<file path="config.mk">
export PLATFORM = sky130hd
export DESIGN_NAME = iiitb_rv32i_hazard_ctrl
export DESIGN_NICKNAME = d
export VERILOG_FILES = /design/src/rtl/iiitb_rv32i_hazard_ctrl.sv
export SDC_FILE = /design/constraint.sdc
export NUM_CORES = 1
export LEC_CHECK = 0
export ABC_CLOCK_PERIOD_IN_PS = 3500
export CORE_MARGIN = 2
export CORE_UTILIZATION = 41
export DETAILED_ROUTE_END_ITERATION = 12
export PLACE_DENSITY = 0.62
export SLEW_MARGIN = 20
export SYNTH_ARGS = -nofsm -noshare
export SYNTH_HDL_FRONTEND = slang
export SYNTH_SLANG_ARGS = --single-unit
</file>
<file path="constraint.sdc">
create_clock -name clk -period 3.5 [get_ports clk]
set_input_delay 0.525 -clock clk [delete_from_list [all_inputs] [get_ports clk]]
set_output_delay 0.525 -clock clk [all_outputs]
set_load 0.02 [all_outputs]
</file>
<file path="src/rtl/iiitb_rv32i_hazard_ctrl.sv">
// Hazard/sequencing controller for the 5-stage RV32I pipeline: RAW detection against a
// shadow pipeline of in-flight destinations, branch flush, memory freeze, perf counters, watchdog.
module iiitb_rv32i_hazard_ctrl #(
   parameter int REG_AW    = 5,
   parameter int DEPTH     = 3,
   parameter int CNT_W     = 16,
   parameter int MAX_STALL = 64
) (
   input  logic              clk,
   input  logic              RN,
   input  logic              id_valid,
   input  logic [REG_AW-1:0] id_rs1,
   input  logic              id_use_rs1,
   input  logic [REG_AW-1:0] id_rs2,
   input  logic              id_use_rs2,
   input  logic [REG_AW-1:0] id_rd,
   input  logic              id_wen,
   input  logic              ex_br_taken,
   input  logic              mem_busy,
   output logic              stall,
   output logic              bubble,
   output logic              flush,
   output logic [CNT_W-1:0]  stall_cnt,
   output logic [CNT_W-1:0]  flush_cnt,
   output logic              hang_err
);

   localparam int RUN_W = $clog2(MAX_STALL + 1);

   typedef enum logic [1:0] {
      ACT_ISSUE  = 2'd0,
      ACT_HAZ    = 2'd1,
      ACT_FLUSH  = 2'd2,
      ACT_FREEZE = 2'd3
   } act_e;

   act_e                         act;
   logic [DEPTH-1:0]             vld_q, vld_d;
   logic [DEPTH-1:0]             wen_q, wen_d;
   logic [DEPTH-1:0][REG_AW-1:0] rd_q, rd_d;
   logic [CNT_W-1:0]             stall_cnt_q, stall_cnt_d;
   logic [CNT_W-1:0]             flush_cnt_q, flush_cnt_d;
   logic [RUN_W-1:0]             run_q, run_d;
   logic                         hang_q, hang_d;
   logic                         hit_rs1, hit_rs2, haz, stall_int;

   // The WB slot is included: the regfile write and the ID read share an edge.
   always_comb begin
      hit_rs1 = 1'b0;
      hit_rs2 = 1'b0;
      for (int i = 0; i < DEPTH; i++) begin
         if (vld_q[i] && wen_q[i] && (rd_q[i] == id_rs1) && (id_rs1 != '0)) hit_rs1 = 1'b1;
         if (vld_q[i] && wen_q[i] && (rd_q[i] == id_rs2) && (id_rs2 != '0)) hit_rs2 = 1'b1;
      end
      haz = id_valid & ((id_use_rs1 & hit_rs1) | (id_use_rs2 & hit_rs2));
   end

   always_comb begin
      if (mem_busy)         act = ACT_FREEZE;
      else if (ex_br_taken) act = ACT_FLUSH;
      else if (haz)         act = ACT_HAZ;
      else                  act = ACT_ISSUE;
      stall_int = (act == ACT_FREEZE) || (act == ACT_HAZ);
   end

   // While in reset the pipeline is held with a NOP in ID/EX.
   always_comb begin
      stall  = 1'b0;
      bubble = 1'b1;
      flush  = 1'b0;
      if (RN) begin
         case (act)
            ACT_FREEZE: begin stall = 1'b1; bubble = 1'b0; end
            ACT_FLUSH:  begin flush = 1'b1; bubble = 1'b1; end
            ACT_HAZ:    begin stall = 1'b1; bubble = 1'b1; end
            default:    bubble = ~id_valid;
         endcase
      end
   end

   always_comb begin
      vld_d = vld_q;
      wen_d = wen_q;
      rd_d  = rd_q;
      if (act != ACT_FREEZE) begin
         for (int i = 1; i < DEPTH; i++) begin
            vld_d[i] = vld_q[i-1];
            wen_d[i] = wen_q[i-1];
            rd_d[i]  = rd_q[i-1];
         end
         vld_d[0] = (act == ACT_ISSUE) && id_valid;
         wen_d[0] = id_wen;
         rd_d[0]  = id_rd;
      end
   end

   always_comb begin
      stall_cnt_d = stall_cnt_q;
      flush_cnt_d = flush_cnt_q;
      run_d       = '0;
      hang_d      = hang_q;
      if (stall_int) begin
         if (!(&stall_cnt_q)) stall_cnt_d = stall_cnt_q + CNT_W'(1);
         run_d = (run_q == RUN_W'(MAX_STALL)) ? run_q : run_q + RUN_W'(1);
         if (run_d == RUN_W'(MAX_STALL)) hang_d = 1'b1;
      end
      if ((act == ACT_FLUSH) && !(&flush_cnt_q)) flush_cnt_d = flush_cnt_q + CNT_W'(1);
   end

   always_ff @(posedge clk or negedge RN) begin
      if (!RN) begin
         vld_q       <= '0;
         wen_q       <= '0;
         rd_q        <= '0;
         stall_cnt_q <= '0;
         flush_cnt_q <= '0;
         run_q       <= '0;
         hang_q      <= 1'b0;
      end else begin
         vld_q       <= vld_d;
         wen_q       <= wen_d;
         rd_q        <= rd_d;
         stall_cnt_q <= stall_cnt_d;
         flush_cnt_q <= flush_cnt_d;
         run_q       <= run_d;
         hang_q      <= hang_d;
      end
   end

   assign stall_cnt = stall_cnt_q;
   assign flush_cnt = flush_cnt_q;
   assign hang_err  = hang_q;

endmodule

</file>
==> qor.yml <==
outcome: "complete, no violations"
n_antenna_cell: 0
synth_top_cell_by_area: "dfrtp_1"
cts_sinks: 61
synth_edf_count: 0
drive_above_1_share_pct: 15.3
cts_tree: "built"
ant_nets: 0
first_pass_iters: 4
internal_power_uw: 1400
path_max_fanout: 4
ios: 59
maxSlewHeadroom_pct: 69.4
syn_area_mm2: 0.00320
switchingPower_uw: 686
hold_viol: 0
finalClockSkew_ns: 0.00674
critPathKind: "input pin to output pin"
grt.overflow.total: 0
grt_max_degree: 32
wl_mm: 6.96
vdd_drop_max_mv: 0.338
syn_inst: 296
portBuffers: 58
place_hpwl_mm: 5.01
core_area_mm2: 0.00765
route.detailed.drc: 0
wire_per_inst_um: 14.7
synth-main-ff-cell: "dfrtp_1"
drt-initial-drc-count: 82
dpl.cell_count: 458
worst_pin_slew_ns: 0.456
yosys_register_bits: 61
num_rows: 32
placed_cell_area_mm2: 0.00396
grt_pass1_wl_mm: 11.9
worstSkewPairLatency_ns: 0.34
cts_root_buffer: "clkbuf_8"
via_count: 2371
ys_top_cells_by_area: "dfrtp_1, xor2_1, mux2_2"
h-tree-depth: 3
fmax_mhz: 304
layout_commonest_cell: "dfrtp_1"
layout_common_cells: "dfrtp_1, clkdlybuf4s50_1, xor2_1"
seq_area_frac_synth_pct: 47.7
clk_pin_slew_ns: 0.07
yosys.cell_types.count: 36
start_util_pct: 41.9
setup_viol: 0
nFillCells: 695
leakage_uw: 0.00180
holdWs_ns: 0.0929
yosysTopAreaCellShare_pct: 47.7
die_x_um: 92.4
rsz0062_at_grt: "false"
syn_to_final_growth_pct: 29.5
utilization_pct: 54.2
antenna_found_initial: 0
layout.cells.non_filler: 474
ctsHoldBuffers: 0
period_share_pct: 94.0
p_comb_share_pct: 27.8
first_global_vias: 2446
grt_usage_pct: 17.9
slew_violations: 0
arrival_ns: 2.76
via_per_inst: 5.00
cts_buffers: 9
worstSetupStartpointType: "input pin"
die_area_mm2: 0.00853
yosysWarnings: 0
hold_class: "input pin to async pin"
avgSynthCellArea_um2: 10.8
syn_nets: 326
finalPower_uw: 2090
p_per_area_mw_per_mm2: 504
switching_share_pct: 32.8
maxCapViolations: 0
critPathRequiredTime_ns: 2.97
place.gp.congestion: 0.861
ff2ff_setup_slack_ns: 0.96
nets: 397
cts.path.max_buffers: 2
finalInstanceArea_mm2: 0.00415
period_minus_slack_ns: 3.29
seq_power_share_pct: 45.3
pwr-share-clk_pct: 26.9
die_h_um: 92.4
end_kind: "output pin"
post_cts_buffers: 0
async_flop_share_pct: 100
state kept, by name, summed over array words and instances, names as in the netlist:
signal	count
hang_err	1
flush_cnt	16
run_q	7
wen_q	3
stall_cnt	16
vld_q	3
rd_q	15
metal layers:
metal  up-vias  GRT usage, %  wire, µm
met3        14          4.96       317
met2        59          28.0      3230
met1      1130          23.4      3280
li1       1168             -         -
met5         -             0         0
met4         0          7.21       130
cells in the mapped netlist (2+ instances only):
cell and count:
nand2b_1 2, nor4_1 9, a31oi_1 3, xor2_1 43, and2_1 2, buf_1 2, ha_1 7, nor2b_1 3
xnor2_1 22, clkbuf_1 3, dfrtp_1 61, and3_1 8, buf_2 2, nand3_1 16, o21ai_0 3, nand2_1 23
mux2_2 23, nand4b_1 2, nor2_1 17, inv_1 7, or2_2 2, nand4_1 8, nor3_1 15
final timing paths:
check | startpoint | to | cells after the start
max | id_rs1[4] | bubble | 11
min | RN | flush_cnt[15] | 1
max reg2reg | rd_q[3] | rd_q[12] | 9
min reg2reg | hang_err | hang_err | 1
max in group asynchronous | RN | wen_q[2] | 2
min in group clk | hang_err | hang_err | 1
timing repair:
| item | CTS | global route |
|---|---|---|
| endpoints found under the setup margin | 1 | 2 |
| endpoints found under the hold margin | 0 | 0 |
| resized for setup | 1 | 6 |
power by group through the flow:
stage	sequential, µW	combinational [µW]	clock (µW)
floorplan	1030	229	0
global placement	960	578	0
detailed placement	960	584	0
CTS	949	587	582
global route	967	638	618
finish	947	580	562
metrics by stage:
step / worst slack (ns) / setup TNS, ns
4_1_cts: 0.00169 / 0
3_3_place_gp: -0.189 / -0.189
2_1_floorplan: 0.796 / 0
3_5_place_dp: -0.192 / -0.192
6_report: 0.211 / 0
5_1_grt: 0.0892 / 0
cell type report:
| type | instances | area, µm² | area share, % |
|---|---|---|---|
| Inverter | 7 | 26.3 | 0.634 |
| Clock buffer | 12 | 155 | 3.74 |
| Tap cell | 102 | 128 | 3.08 |
| Clock inverter | 4 | 22.5 | 0.543 |
| Multi-Input combinational cell | 220 | 1620 | 39.1 |
| Sequential cell | 61 | 1530 | 36.8 |
| Timing Repair Buffer | 68 | 666 | 16.1 |
worst max-delay path, stage by stage:
cell and delay [ns]:
clkdlybuf4s50_1 0.50, xor2_1 0.21, nor4_2 0.29, a41oi_1 0.15, a31oi_1 0.25, a41oi_2 0.08, inv_1 0.09, ha_1 0.22
o21ai_0 0.17, nand2_1 0.09, clkbuf_2 0.18
cell families (layout without fill, tap and decap cells):
group | Yosys count | count (layout) | share of synthesized area [%]
XOR/XNOR | 65 | 65 | 17.8
AO/OA/AOI/OAI | 13 | 13 | 3.17
AND/OR/NAND/NOR | 111 | 111 | 18.2
buffers and inverters | 15 | 91 | 2.07
adder cells (fa/ha/maj) | 7 | 7 | 2.74
flip-flops | 61 | 61 | 47.7
multiplexers | 24 | 24 | 8.40
(Power assumes the default switching activity.)
